--- config.mk ---
export PLATFORM = sky130hd
export DESIGN_NAME = count_arbiter_flat
export DESIGN_NICKNAME = d
export VERILOG_FILES = /design/src/rtl/count_arbiter_if.sv /design/src/rtl/count_arbiter.sv /design/src/flat_wrapper.sv
export SDC_FILE = /design/constraint.sdc
export NUM_CORES = 1
export LEC_CHECK = 0
export CAP_MARGIN = 30
export CORE_UTILIZATION = 46
export DETAILED_ROUTE_END_ITERATION = 12
export PLACE_DENSITY_LB_ADDON = 0.1
export SYNTH_ARGS = -nofsm -noshare
export SYNTH_HDL_FRONTEND = slang
export SYNTH_SLANG_ARGS = --single-unit
--- constraint.sdc ---
create_clock -name CLOCK -period 2.05 [get_ports CLOCK]
set_clock_uncertainty 0.05 [all_clocks]
set_input_delay 0.5125 -clock CLOCK [delete_from_list [all_inputs] [get_ports CLOCK]]
set_output_delay 0.5125 -clock CLOCK [all_outputs]
set_load 0.005 [all_outputs]
--- src/rtl/count_arbiter_if.sv ---
// Handshake bundle between two counting requesters and count_arbiter.
// Requester side drives REQ/DIR/STEPS; the arbiter drives grants and status.
interface count_arbiter_if #(
  parameter int WIDTH = 4
);
  logic             REQ_A;
  logic             DIR_A;
  logic [WIDTH-1:0] STEPS_A;
  logic             REQ_B;
  logic             DIR_B;
  logic [WIDTH-1:0] STEPS_B;
  logic             GNT_A;
  logic             GNT_B;
  logic             DONE_A;
  logic             DONE_B;
  logic             BUSY;
  logic [WIDTH-1:0] COUNT_OUT;

  modport master (
    output REQ_A, DIR_A, STEPS_A,
    output REQ_B, DIR_B, STEPS_B,
    input  GNT_A, GNT_B,
    input  DONE_A, DONE_B,
    input  BUSY, COUNT_OUT
  );

  modport slave (
    input  REQ_A, DIR_A, STEPS_A,
    input  REQ_B, DIR_B, STEPS_B,
    output GNT_A, GNT_B,
    output DONE_A, DONE_B,
    output BUSY, COUNT_OUT
  );
endinterface

--- src/rtl/count_arbiter.sv ---
// Round-robin arbiter granting a shared up/down counter to one of two
// requesters for a latched number of steps.
module count_arbiter #(
  parameter int WIDTH = 4
) (
  input logic          CLOCK,
  input logic          RESET_N,
  count_arbiter_if.slave bus
);

  typedef enum logic [1:0] {
    IDLE   = 2'd0,
    RUN    = 2'd1,
    FINISH = 2'd2
  } state_t;

  state_t           state;
  state_t           state_nxt;
  logic [WIDTH-1:0] count;
  logic [WIDTH-1:0] remaining;
  logic             dir;
  logic             owner;
  logic             last;
  logic             req_any;
  logic             pick;
  logic             dir_sel;
  logic [WIDTH-1:0] steps_sel;

  // owner/last/pick: 0 = requester A, 1 = requester B
  always_comb begin
    req_any   = bus.REQ_A | bus.REQ_B;
    pick      = (bus.REQ_A & bus.REQ_B) ? ~last : bus.REQ_B;
    dir_sel   = pick ? bus.DIR_B : bus.DIR_A;
    steps_sel = pick ? bus.STEPS_B : bus.STEPS_A;
  end

  always_ff @(posedge CLOCK or negedge RESET_N) begin
    if (!RESET_N) state <= IDLE;
    else          state <= state_nxt;
  end

  always_comb begin
    state_nxt = state;
    unique case (state)
      IDLE: begin
        if (req_any)
          state_nxt = (steps_sel != '0) ? RUN : FINISH;
      end
      RUN: begin
        if (remaining == WIDTH'(1))
          state_nxt = FINISH;
      end
      FINISH:  state_nxt = IDLE;
      default: state_nxt = IDLE;
    endcase
  end

  always_ff @(posedge CLOCK or negedge RESET_N) begin
    if (!RESET_N) begin
      count     <= '0;
      remaining <= '0;
      dir       <= 1'b0;
      owner     <= 1'b0;
      last      <= 1'b1;
    end else begin
      unique case (state)
        IDLE: begin
          if (req_any) begin
            owner     <= pick;
            dir       <= dir_sel;
            remaining <= steps_sel;
          end
        end
        RUN: begin
          count     <= dir ? count + WIDTH'(1)
                           : count - WIDTH'(1);
          remaining <= remaining - WIDTH'(1);
        end
        FINISH:  last <= owner;
        default: ;
      endcase
    end
  end

  assign bus.BUSY      = (state != IDLE);
  assign bus.GNT_A     = bus.BUSY & ~owner;
  assign bus.GNT_B     = bus.BUSY & owner;
  assign bus.DONE_A    = (state == FINISH) & ~owner;
  assign bus.DONE_B    = (state == FINISH) & owner;
  assign bus.COUNT_OUT = count;

endmodule

--- src/flat_wrapper.sv ---
// flat-port wrapper written by rule: the top's interface ports become plain ports
module count_arbiter_flat 
#(
  parameter int WIDTH = 4
)
  (CLOCK, RESET_N, bus_REQ_A, bus_DIR_A, bus_STEPS_A, bus_REQ_B, bus_DIR_B, bus_STEPS_B, bus_GNT_A, bus_GNT_B, bus_DONE_A, bus_DONE_B, bus_BUSY, bus_COUNT_OUT);
  count_arbiter_if #(.WIDTH(WIDTH)) bus_i ();
  input logic CLOCK;
  input logic RESET_N;
  input wire logic [$bits(bus_i.REQ_A)-1:0] bus_REQ_A;
  input wire logic [$bits(bus_i.DIR_A)-1:0] bus_DIR_A;
  input wire logic [$bits(bus_i.STEPS_A)-1:0] bus_STEPS_A;
  input wire logic [$bits(bus_i.REQ_B)-1:0] bus_REQ_B;
  input wire logic [$bits(bus_i.DIR_B)-1:0] bus_DIR_B;
  input wire logic [$bits(bus_i.STEPS_B)-1:0] bus_STEPS_B;
  output wire logic [$bits(bus_i.GNT_A)-1:0] bus_GNT_A;
  output wire logic [$bits(bus_i.GNT_B)-1:0] bus_GNT_B;
  output wire logic [$bits(bus_i.DONE_A)-1:0] bus_DONE_A;
  output wire logic [$bits(bus_i.DONE_B)-1:0] bus_DONE_B;
  output wire logic [$bits(bus_i.BUSY)-1:0] bus_BUSY;
  output wire logic [$bits(bus_i.COUNT_OUT)-1:0] bus_COUNT_OUT;
  assign bus_i.REQ_A = bus_REQ_A;
  assign bus_i.DIR_A = bus_DIR_A;
  assign bus_i.STEPS_A = bus_STEPS_A;
  assign bus_i.REQ_B = bus_REQ_B;
  assign bus_i.DIR_B = bus_DIR_B;
  assign bus_i.STEPS_B = bus_STEPS_B;
  assign bus_GNT_A = bus_i.GNT_A;
  assign bus_GNT_B = bus_i.GNT_B;
  assign bus_DONE_A = bus_i.DONE_A;
  assign bus_DONE_B = bus_i.DONE_B;
  assign bus_BUSY = bus_i.BUSY;
  assign bus_COUNT_OUT = bus_i.COUNT_OUT;
  count_arbiter #(.WIDTH(WIDTH)) u_core (.CLOCK(CLOCK), .RESET_N(RESET_N), .bus(bus_i));
endmodule
==> results.md, run 1 <==
Status:
- The run finished with clean final reports.

Cells and area:
- The repair_antennas step left the layout with diodes totalling 0.
- Registers take 326.6 µm².
- The multi-input combinational cells in the finished layout cover a total of 485.5 µm².
- Fill cells in the final layout number 155.
- The design area is 0.001162 mm².
- The number of nets in the layout is 135.
- Relative to the synthesized area, the layout overhead comes to 37.43%.
- In the final layout, the share of cells above drive strength 1 is 12.17%.

STA:
- Setup violations remaining at the end of the flow were counted as 0.
- The post-route setup TNS is 0 ns.
- The final worst setup slack is 0.06905 ns.
- The final critical path takes up 96.63% of the cycle.
- The timing-limited maximum frequency is 0.5048 GHz.
- Setup repair after global routing could not meet its margin everywhere.
- The count of pins over their slew limit is 0.
- The relative slew slack is 59.21%.
- The clock period minus final worst setup slack is 1.981 ns.
- The count of final hold-check violations is 0.
- The slew at the pin closest to its max-slew limit is 0.6099 ns.

Routing:
- The detailed-route via count is 766.
- The number of DRC markers after the initial detailed-route iteration is 19.
- The number of vias per cell is 5.471.
- For this run, the detailed router's first-pass iteration total came to 5.
- The count of unresolved DRC violations after routing is 0.
- The total wire length is 1877 µm.
- The post-detailed-route count of antenna-violating nets is 0.
- The mean routed wirelength per cell is 13.41 µm.

Floorplan:
- The die span in y is 44.88 µm.
- The initialized floorplan defines 15 standard-cell rows.
- The total die area is 0.002014 mm².
- The starting density of the core is 48.99%.
- In this run the count of I/O pins placed on the die edge is 23.
- The die extent in x is 44.88 µm.
- The core area is 0.001727 mm².

CTS:
- The longest clock path from root to sink contains 2 buffers.
- The hold-fix buffer count after cts is 0.
- The clock-pin slew reported for the worst setup and hold paths after clock tree synthesis is 0.08 ns.
- For this design, the sink count on the clock tree is 13.
- The clock tree from TritonCTS is done.
- The clock insertion delay at the later pin of the skew report is 0.28 ns.
- CTS placed an instance of sky130_fd_sc_hd__clkbuf_4 at the clock tree root.
- TritonCTS created 3 clock buffers.
- The depth of the CTS H-tree is 1.

Critical path:
- The critical path starts at u_core.state[1].
- STA classifies the critical path startpoint as a register.
- Of all nets on the critical path, the largest fanout is 4.
- By startpoint and endpoint, the worst setup path is classified as reg -> out.
- On the worst path, the slowest cell contributes a delay of 0.44 ns.
- The reg-to-reg startpoint is u_core.dir.
- STA puts the critical path data arrival time at 1.42 ns.
- The slowest stage of the critical path belongs to the cell sky130_fd_sc_hd__dfrtp_1.
- The critical path goes through nor2_2 -> nor2_1 -> clkdlybuf4s50_1.
- The category of the worst setup path capture point is an output pin.
- For the worst setup path, the data required time is 1.49 ns.

Worst hold path:
- The worst hold-check path type is reg -> reg.
- The worst hold path begins at u_core.bus.COUNT_OUT[2].

GRT:
- Entering global routing, the biggest net connects 14 pins.
- The number of antenna violations at the first check in global routing came to 0.
- Global routing consumed, over all layers together, 22.02% of the routing resources.
- The overall overflow remaining after global route is 0.
- The number of global-route vias before repair is 752.
- The first global-routing pass estimated 3132 µm of wire.

Pwr:
- The overall power consumption is 1622 µW.
- The total power divided by cell area is 1395 mW/mm².
- For this design the static power due to leakage is 0.0005306 µW.
- The worst-case IR drop observed on VDD is 621.5 µV.

Synth:
- The total of flip-flops plus latches after synthesis is 13.
- In this run, synthesis inferred 0 flip-flops with an integrated enable.
- The synthesized cell area is 845.8 µm².
- The average footprint of a synthesized cell is 9.835 µm².
- The synthesized design spends more area on one cell type than any other, namely sky130_fd_sc_hd__dfrtp_1.
- Sequential cells were found to cover 38.61% of the synthesized design area.
- The most common flop cell mapped by yosys is sky130_fd_sc_hd__dfrtp_1.
- Synthesis produced a netlist with a net count of 105.
- The synthesized netlist contains 33 unique library cells.
- The synthesized netlist cell count is 86.
- Ranked by total cell area, the synthesized netlist is headed by sky130_fd_sc_hd__dfrtp_1 36%, sky130_fd_sc_hd__mux2i_1 11%, sky130_fd_sc_hd__ha_1 5.9%.
- The fraction of post-synthesis cell area in the top cell type by area is 35.50%.
- For this run, the number of Yosys warnings is 0.
- In the synthesized netlist the async set-or-reset flop fraction comes to 100.0%.

Place:
- At the end of routability-driven placement, the weighted congestion stood at 0.8603.
- Before CTS, the worst setup slack after placement is 0.01356 ns.
- The count of port buffers added during placement is 22.
- The final HPWL from detailed placement is 1490 µm.
- The total placed instance area is 0.001102 mm².

Job:
- Max-cap violations in this run came to 0.
-- Yosys cell counts (3+ instances only) --
master	instances
sky130_fd_sc_hd__ha_1	4
sky130_fd_sc_hd__nand2_1	6
sky130_fd_sc_hd__nor2_1	6
sky130_fd_sc_hd__inv_1	7
sky130_fd_sc_hd__nand2b_1	3
sky130_fd_sc_hd__mux2i_1	9
sky130_fd_sc_hd__o21ai_0	5
sky130_fd_sc_hd__dfrtp_1	12
-- flip-flops by register name, indices dropped and copies added, names as in the netlist --
name	cells
u_core.owner	1
u_core.remaining	4
u_core.last	1
u_core.bus.COUNT_OUT	4
u_core.dir	1
u_core.state	2
-- kinds of logic after synthesis --
| logic type | synth area share [%] |
|---|---|
| AND/OR/NAND/NOR | 16.72 |
| AO/OA/AOI/OAI | 18.49 |
| flip-flops | 38.61 |
| buffers and inverters | 5.178 |
| multiplexers | 10.65 |
| adder cells (fa/ha/maj) | 8.284 |
| XOR/XNOR | 2.071 |
-- critical path, delay by kind of cell (launching register included) --
kind,cells,cell delay (ns)
simple gates,2,0.26
buf+inv,1,0.44
flops,1,0.44
-- power breakdown --
part / total (µW) / leakage (µW) / switching [µW] / internal, µW
Clock: 160 / 0.0000150 / 84.7 / 75.6
Combinational: 935 / 0.000363 / 435 / 501
Sequential: 526 / 0.000152 / 131 / 395
-- final timing paths --
path	endpoint	slack [ns]	cells after the start
min in group asynchronous	u_core.remaining[2]	0.56	1
worst min register to register	u_core.bus.COUNT_OUT[2]	0.47	2
worst min-delay path	u_core.bus.COUNT_OUT[2]	0.47	2
worst max-delay path	bus_GNT_B	0.07	3
worst max register to register	u_core.bus.COUNT_OUT[3]	0.28	5
max in group asynchronous	u_core.dir	1.00	1
-- layer usage --
layer  GRT usage (%)  part of all wire, %
met5               0                    0
met4           11.52                  2.3
met3           5.600                  6.7
met2           38.24                   50
met1           24.75                   41
-- cell type report --
cell class,instances,area share [%]
Multi-Input combinational cell,63,41.77
Sequential cell,13,28.09
Inverter,7,2.261
Timing Repair Buffer,28,22.93
Tap cell,25,2.691
Clock buffer,4,2.261
-- repair_timing --
| item | 4_1_cts | 5_1_grt |
|---|---|---|
| setup buffers | 3 | 0 |
| gates cloned | 0 | 0 |
| gates resized for setup | 2 | 2 |
| pin swaps | 1 | 0 |
| setup endpoints to repair | 2 | 4 |
-- per-stage QoR --
| step | instances | hold slack, ns | utilization (%) |
|---|---|---|---|
| 2_1_floorplan | 86 | 0.1669 | - |
| 3_3_place_gp | 133 | 0.4527 | 63.84 |
| 3_5_place_dp | 133 | 0.4684 | 63.84 |
| 4_1_cts | 140 | 0.4876 | 67.03 |
| 5_1_grt | 140 | 0.5014 | 67.32 |
| 6_report | 140 | 0.4741 | 67.32 |
-- cell usage in the layout, fill, tap and decap left out, types with 3 or more instances in the layout --
master and n:
sky130_fd_sc_hd__clkdlybuf4s50_1 20, sky130_fd_sc_hd__dfrtp_1 12, sky130_fd_sc_hd__mux2i_1 9, sky130_fd_sc_hd__inv_1 7
sky130_fd_sc_hd__nand2_1 6, sky130_fd_sc_hd__buf_4 6, sky130_fd_sc_hd__nor2_1 5, sky130_fd_sc_hd__o21ai_0 5
sky130_fd_sc_hd__ha_1 4, sky130_fd_sc_hd__clkbuf_4 3
No activity file was read; power rests on OpenSTA's default activity.
==> run 2, diff against run 1 <==
--- a/config.mk
+++ b/config.mk
@@ -6,9 +6,10 @@
 export NUM_CORES = 1
 export LEC_CHECK = 0
 export CAP_MARGIN = 30
-export CORE_UTILIZATION = 46
+export CORE_UTILIZATION = 30
 export DETAILED_ROUTE_END_ITERATION = 12
 export PLACE_DENSITY_LB_ADDON = 0.1
 export SYNTH_ARGS = -nofsm -noshare
 export SYNTH_HDL_FRONTEND = slang
 export SYNTH_SLANG_ARGS = --single-unit
+export TNS_END_PERCENT = 100
==> run 2 against run 1 <==
  * Sequential power about the same
  * Combinational power rose by 0.5%
  * Critical endpoint is now bus_GNT_A
  * Routed wire length grew 3.1%
  * Highest routed layer unchanged
  * Non-clock buffer count grew 1
  * Sequential share of layout area down 0.45 points
  * First-iteration DRC count is 68% higher
  * Cell area grew 1.6%
==> results.md, run 2 (synthesized netlist as in run 1, its figures left out) <==
CTS:
- The tree is rooted in a sky130_fd_sc_hd__clkbuf_4.
- TritonCTS built the clock tree.
- After clock tree synthesis, the clock-pin slew on the worst setup and hold paths is 0.09 ns.
- The total clock buffers created by CTS is 3.
- In this run the deepest clock path goes through 2 buffers.
- The clock insertion delay at the later pin of the skew report is 0.28 ns.
- Counting every sink on the clock net gives 13.
- The depth of the CTS H-tree is 1.

STA:
- The share of the clock period used by the worst path after layout is 96.00%.
- The count of final hold-check violations is 0.
- Setup slack on the critical path of the routed design comes to 0.08194 ns.
- In the final timing run, aggregate negative setup slack is 0 ns.
- Setup repair after global routing left no endpoint under its margin.
- The relative slew slack is 75.67%.
- Setup violations remaining at the end of the flow were counted as 0.
- Based on the critical path, the design can be clocked at up to 0.5081 GHz.
- The clock period minus final worst setup slack is 1.968 ns.
- The slew at the pin closest to its max-slew limit is 0.3622 ns.
- The count of pins over their slew limit is 0.

GRT:
- The number of antenna violations at the first check in global routing was 0.
- The pin count of the biggest net entering global routing is 14.
- The first global-routing pass estimated 3443 µm of wire.
- Global routing used 16.22% of the available tracks.
- The number of global-route vias before repair is 777.
- The overall overflow remaining after global route is 0.

Critical path:
- Broken down by cell family, the worst path's largest delay share belongs to buffers and inverters.
- The required time at the endpoint of the critical path is 1.49 ns.
- Traced cell by cell, the critical path runs through nor2_4 -> nor2_1 -> clkdlybuf4s50_1.
- The category of the worst setup path capture point is an output pin.
- Together, buffers and inverters on the worst path number 1.
- The largest driver fanout on the critical path is 4.
- The critical path is of the reg -> out type.
- On the critical path, the stage with the largest delay is an instance of sky130_fd_sc_hd__clkdlybuf4s50_1.
- The stage delay of the slowest cell on the critical path is 0.51 ns.
- Data on the critical path arrives at its endpoint at 1.41 ns.
- The startpoint class of the critical path is a register.

Cells and area:
- The finished layout holds 146 standard cells, fillers aside.
- Leaving out fill and tap cells, the most frequent cell in the layout is sky130_fd_sc_hd__clkdlybuf4s50_1.
- The library cells used most frequently in the layout, excluding fill and tap cells, are 20 x sky130_fd_sc_hd__clkdlybuf4s50_1, 12 x sky130_fd_sc_hd__dfrtp_1, 9 x sky130_fd_sc_hd__mux2i_1, 7 x sky130_fd_sc_hd__inv_1, 7 x sky130_fd_sc_hd__buf_4.
- The count of inserted antenna diode cells is 0.
- The share of final-layout standard cells stronger than drive strength 1 is 12.93%.
- The signed area change from the synthesized netlist to the final layout is 39.64%.
- After the last flow step, the layout net total stands at 136.

Routing:
- The count of unresolved DRC violations after routing is 0.
- In this run the remaining antenna-violating nets after routing total 0.
- The number of vias per cell is 5.185.
- The number of search-and-repair iterations in the first detailed-routing pass is 4.
- The number of DRC markers after the initial detailed-route iteration is 32.
- The mean routed wirelength per cell is 13.26 µm.
- The detailed-route via count is 757.
- The routed design has 1936 µm of wire.

Place:
- The count of port buffers added during placement is 22.
- The setup slack at placement is 0.03711 ns.
- The routability congestion estimate from global placement is 0.7613.
- The number of placed instances, taps included, is 139.
- The final HPWL from detailed placement is 1480 µm.

Pwr:
- Summed over all cells, the static leakage comes to 0.0005363 µW.
- Per report_power, the sequential group accounts for 32.4% of the total.
- VDD sags by at most 805.0 µV.
- Of the total power, combinational logic draws 57.6%.
- In this run, the clock network consumes 10.0% of the power.
- The cell internal power dissipation is 971.9 µW.
- Of the total power, the share spent switching nets is 40.41%.
- The total power divided by cell area is 1381 mW/mm².
- The overall power consumption is 1631 µW.
- In this run the power spent charging and discharging nets is 659.2 µW.

Floorplan:
- The die extent in x is 55.10 µm.
- The starting density of the core is 32.94%.
- In this run the count of I/O pins placed on the die edge is 23.
- The total die area is 0.003035 mm².
- The total area inside the core boundary comes to 0.002567 mm².
- The die span in y is 55.10 µm.
- The number of cell rows is 18.

Worst hold path:
- The worst hold-check path type is in -> async.

Job:
- The number of max-cap violations is 0.

Status:
- The flow ran to the end, and the final reports show no timing, DRC or antenna violations.
run 2: cell type report:
cell class / instances / area, µm²
well taps: 30 / 37.54
repair buffers: 29 / 274.0
clock buffers: 4 / 26.28
inverters: 7 / 26.28
flip-flops and latches: 13 / 326.6
fillers: 271 / 1386
multi-input cells: 63 / 490.5
run 2: per-stage QoR:
step,hold WS [ns],cell area [µm²],utilization (%)
6_report,0.4807,1181,46.00
5_1_grt,0.5009,1181,46.00
4_1_cts,0.4862,1171,45.61
3_5_place_dp,0.4684,1116,43.47
3_3_place_gp,0.4551,1116,43.47
2_1_floorplan,0.1669,845.8,-
run 2: power by group through the flow:
stage / Clock [µW] / Sequential (µW) / Combinational, µW
after floorplan: 0 / 498 / 625
after global placement: 0 / 521 / 924
after detailed placement: 0 / 524 / 922
after CTS: 169 / 522 / 939
after global routing: 191 / 551 / 1060
final: 163 / 528 / 940
run 2: what timing repair did:
action | 4_1_cts | 5_1_grt
hold buffers | 0 | 0
setup buffers | 3 | 0
setup endpoints to repair | 2 | 4
resized for setup | 2 | 3
pin swaps | 1 | 0
run 2: final timing paths:
check | startpoint | slack (ns) | end | depth (start not counted)
max reg2reg | u_core.dir | 0.28 | u_core.bus.COUNT_OUT[3] | 5
min | RESET_N | 0.48 | u_core.remaining[3] | 2
max | u_core.state[1] | 0.08 | bus_GNT_A | 3
max in group asynchronous | RESET_N | 1.23 | u_core.last | 2
min reg2reg | u_core.last | 0.48 | u_core.last | 1
min in group CLOCK | u_core.last | 0.48 | u_core.last | 1
run 2: layer usage:
layer  wire length [µm]  up-vias  part of all wire (%)  track usage (%)
li1                   -      378                     -                -
met1                929      361                    48            20.53
met2                919       14                    47            26.91
met3                 63        4                   3.3            3.279
met4                 23        0                   1.2            6.250
met5                  0        -                     0                0
==> run 3, diff against run 2 <==
--- a/config.mk
+++ b/config.mk
@@ -5,10 +5,12 @@
 export SDC_FILE = /design/constraint.sdc
 export NUM_CORES = 1
 export LEC_CHECK = 0
+export ABC_AREA = 0
 export CAP_MARGIN = 30
 export CORE_UTILIZATION = 30
 export DETAILED_ROUTE_END_ITERATION = 12
 export PLACE_DENSITY_LB_ADDON = 0.1
+export SETUP_SLACK_MARGIN = 0.05
 export SYNTH_ARGS = -nofsm -noshare
 export SYNTH_HDL_FRONTEND = slang
 export SYNTH_SLANG_ARGS = --single-unit
==> run 3 against run 2 <==
  * Setup slack improved by 0.024 ns
  * Clock power barely moved
  * Flip-flop and latch count unchanged
  * Die area unchanged
  * Count of clock-buffer cells in the layout unchanged
  * Critical path depth stayed put
  * Core utilization shrank 0.097 points
  * Combinational power barely moved
  * Sequential share of layout area rose by 0.16 points
  * Global-route usage stayed put
  * First-iteration DRC count decreased by 16%
  * Critical endpoint unchanged
  * Highest routed layer unchanged
==> results.md, run 3 (synthesized netlist as in run 1, its figures left out) <==
Status:
- The flow ran to the end, and the final reports show no timing, DRC or antenna violations.

Cells and area:
- The final core utilization is 45.91%.
- The design area is 0.001179 mm².
- The area used by multi-input combinational logic is 490.5 µm².
- In the layout the commonest cells are 20 x sky130_fd_sc_hd__clkdlybuf4s50_1, 11 x sky130_fd_sc_hd__dfrtp_1, 9 x sky130_fd_sc_hd__mux2i_1, 7 x sky130_fd_sc_hd__inv_1, 7 x sky130_fd_sc_hd__buf_4.
- The leading cell type in the layout, fill and taps excluded is sky130_fd_sc_hd__clkdlybuf4s50_1.
- Of the cells placed in the final design, the portion with a size suffix greater than 1 is 13.79%.
- 0 antenna diodes ended up in the layout.
- Fill cells in the final layout number 273.
- Compared with the post-synthesis result, the final layout area differs by 39.35%.
- The sequential cells in the finished layout cover a total of 327.8 µm².
- The net count of the finished layout is 136.

STA:
- Setup repair after global routing left no endpoint under its margin.
- At the pin with the least slew margin, the transition time is 0.3623 ns.
- The number of setup violations in the final report is 0.
- The count of pins over their slew limit is 0.
- The count of final hold-check violations is 0.
- Dividing the final minimum period by the clock period gives 94.84%.
- The timing-limited maximum frequency is 0.5143 GHz.
- Setup total negative slack on the finished layout was measured at 0 ns.
- On the final layout, the worst hold slack is 0.4805 ns.
- The relative slew slack is 75.66%.
- The routed design could run at a clock period as short as 1.944 ns.
- The final worst setup slack is 0.1058 ns.

CTS:
- For the worst-skew pair, the clock arrives at the later sink with an insertion delay of 0.28 ns.
- The number of clock sinks seen by CTS is 13.
- The number of clock buffers added by TritonCTS is 3.
- The number of buffers on the longest clock path is 2.
- The hold-fix buffer count after cts is 0.
- Clock-pin slew was measured on the worst setup and hold paths at 0.09 ns.
- Clock tree synthesis selected as its root buffer the cell sky130_fd_sc_hd__clkbuf_4.
- The depth of the CTS H-tree is 1.
- The clock tree from TritonCTS is done.

Job:
- The number of max-cap violations is 0.

Routing:
- The number of search-and-repair iterations in the first detailed-routing pass is 4.
- Dividing the detail-routed via count by the number of cells gives 5.274.
- The detailed-route via count is 770.
- For this block, the initial DRC count from the detailed router was 27.
- Wires add up to 1986 µm.
- Dividing the detail-routed wire length by the instance count gives 13.60 µm.
- The detail route stage leaves a number of antenna-violating nets equal to 0.
- After detailed routing, the number of remaining DRC violations is 0.

Critical path:
- The startpoint class of the critical path is a register.
- The worst register-to-register path ends at u_core.bus.COUNT_OUT[3].
- The category of the worst setup path capture point is an output pin.
- Along the worst path, the maximum fanout reaches 4.
- For the worst flop-to-flop path, the logic depth is 5.
- STA puts the critical path data arrival time at 1.38 ns.
- The required time at the endpoint of the critical path is 1.49 ns.
- The startpoint identified for the worst register-to-register timing path is u_core.dir.
- The worst register-to-register path has a setup slack of 0.28 ns.
- The worst setup path category is reg -> out.

GRT:
- Global routing used 16.22% of the available tracks.
- The number of antenna violations at the first check in global routing was 0.
- The overall overflow remaining after global route is 0.
- The first global-routing pass estimated 3443 µm of wire.
- Entering global routing, the biggest net connects 14 pins.
- The number of global-route vias before repair was 777.

Floorplan:
- The starting density of the core is 32.94%.
- The core area is 0.002567 mm².
- Measured along the x axis, the die boundary spans 55.10 µm.
- The die span in y is 55.10 µm.
- The I/O pin count is 23.
- After floorplanning, the core was divided into 18 placement rows.
- The total die area is 0.003035 mm².

Place:
- Once placement finished, the instance area stood at 0.001116 mm².
- At the placement stage, the worst setup path has a slack of 0.03711 ns.
- Port buffering added 22 buffers.
- The final HPWL from detailed placement is 1480 µm.
- The routability congestion estimate from global placement is 0.7613.

Pwr:
- IR analysis of the VDD net gives a maximum drop of 807.9 µV.
- The total power divided by cell area is 1389 mW/mm².
- Summed over all cells, the static leakage comes to 0.0005209 µW.

Worst hold path:
- The worst hold-check path type is in -> async.
==> run 3: how the worst max path moves through the flow <==
stage	start	endpoint	cells past startpoint	slack [ns]
finish	u_core.state[1]	bus_GNT_A	3	0.11
global route	u_core.state[1]	bus_GNT_B	3	0.06
CTS	u_core.state[1]	bus_GNT_A	3	0.07
detailed placement	bus_REQ_B	u_core.state[1]	4	0.04
global placement	bus_REQ_B	u_core.state[1]	4	0.03
floorplan	u_core.dir	u_core.bus.COUNT_OUT[3]	5	0.46
==> run 3: cell type report <==
class / instances / share of cell area, %
Clock buffer: 4 / 2.229
Inverter: 7 / 2.229
Multi-Input combinational cell: 63 / 41.61
Sequential cell: 13 / 27.81
Tap cell: 30 / 3.185
Timing Repair Buffer: 29 / 22.93
==> run 3: repair_timing <==
| item | in CTS | in global routing |
|---|---|---|
| setup buffers | 3 | 0 |
| pin swaps | 1 | 0 |
| endpoints found under the setup margin | 5 | 3 |
| resized for setup | 4 | 2 |
==> run 3: where the power goes <==
group | switching [µW] | internal (µW) | total (µW)
sequential | 134 | 396 | 530
combinational | 442 | 502 | 943
clock | 89.2 | 75.3 | 165
==> run 3: per-stage QoR <==
step	total power (µW)	instances
after floorplan	1123	86
after global placement	1445	139
after detailed placement	1446	139
after CTS	1633	146
after global routing	1806	146
final	1637	146
==> run 3: layer usage <==
metal  vias to the layer above  share of wire [%]  GRT usage, %
li1                        378                  -             -
met1                       371                 49         20.53
met2                        17                 47         26.91
met3                         4                3.3         3.279
met4                         0                1.2         6.250
met5                         -                  0             0
==> run 3: critical path, stage by stage (launching register included) <==
cell,delay (ns)
sky130_fd_sc_hd__dfrtp_2,0.46
sky130_fd_sc_hd__nor2_4,0.15
sky130_fd_sc_hd__nor2_1,0.05
sky130_fd_sc_hd__clkdlybuf4s50_1,0.44
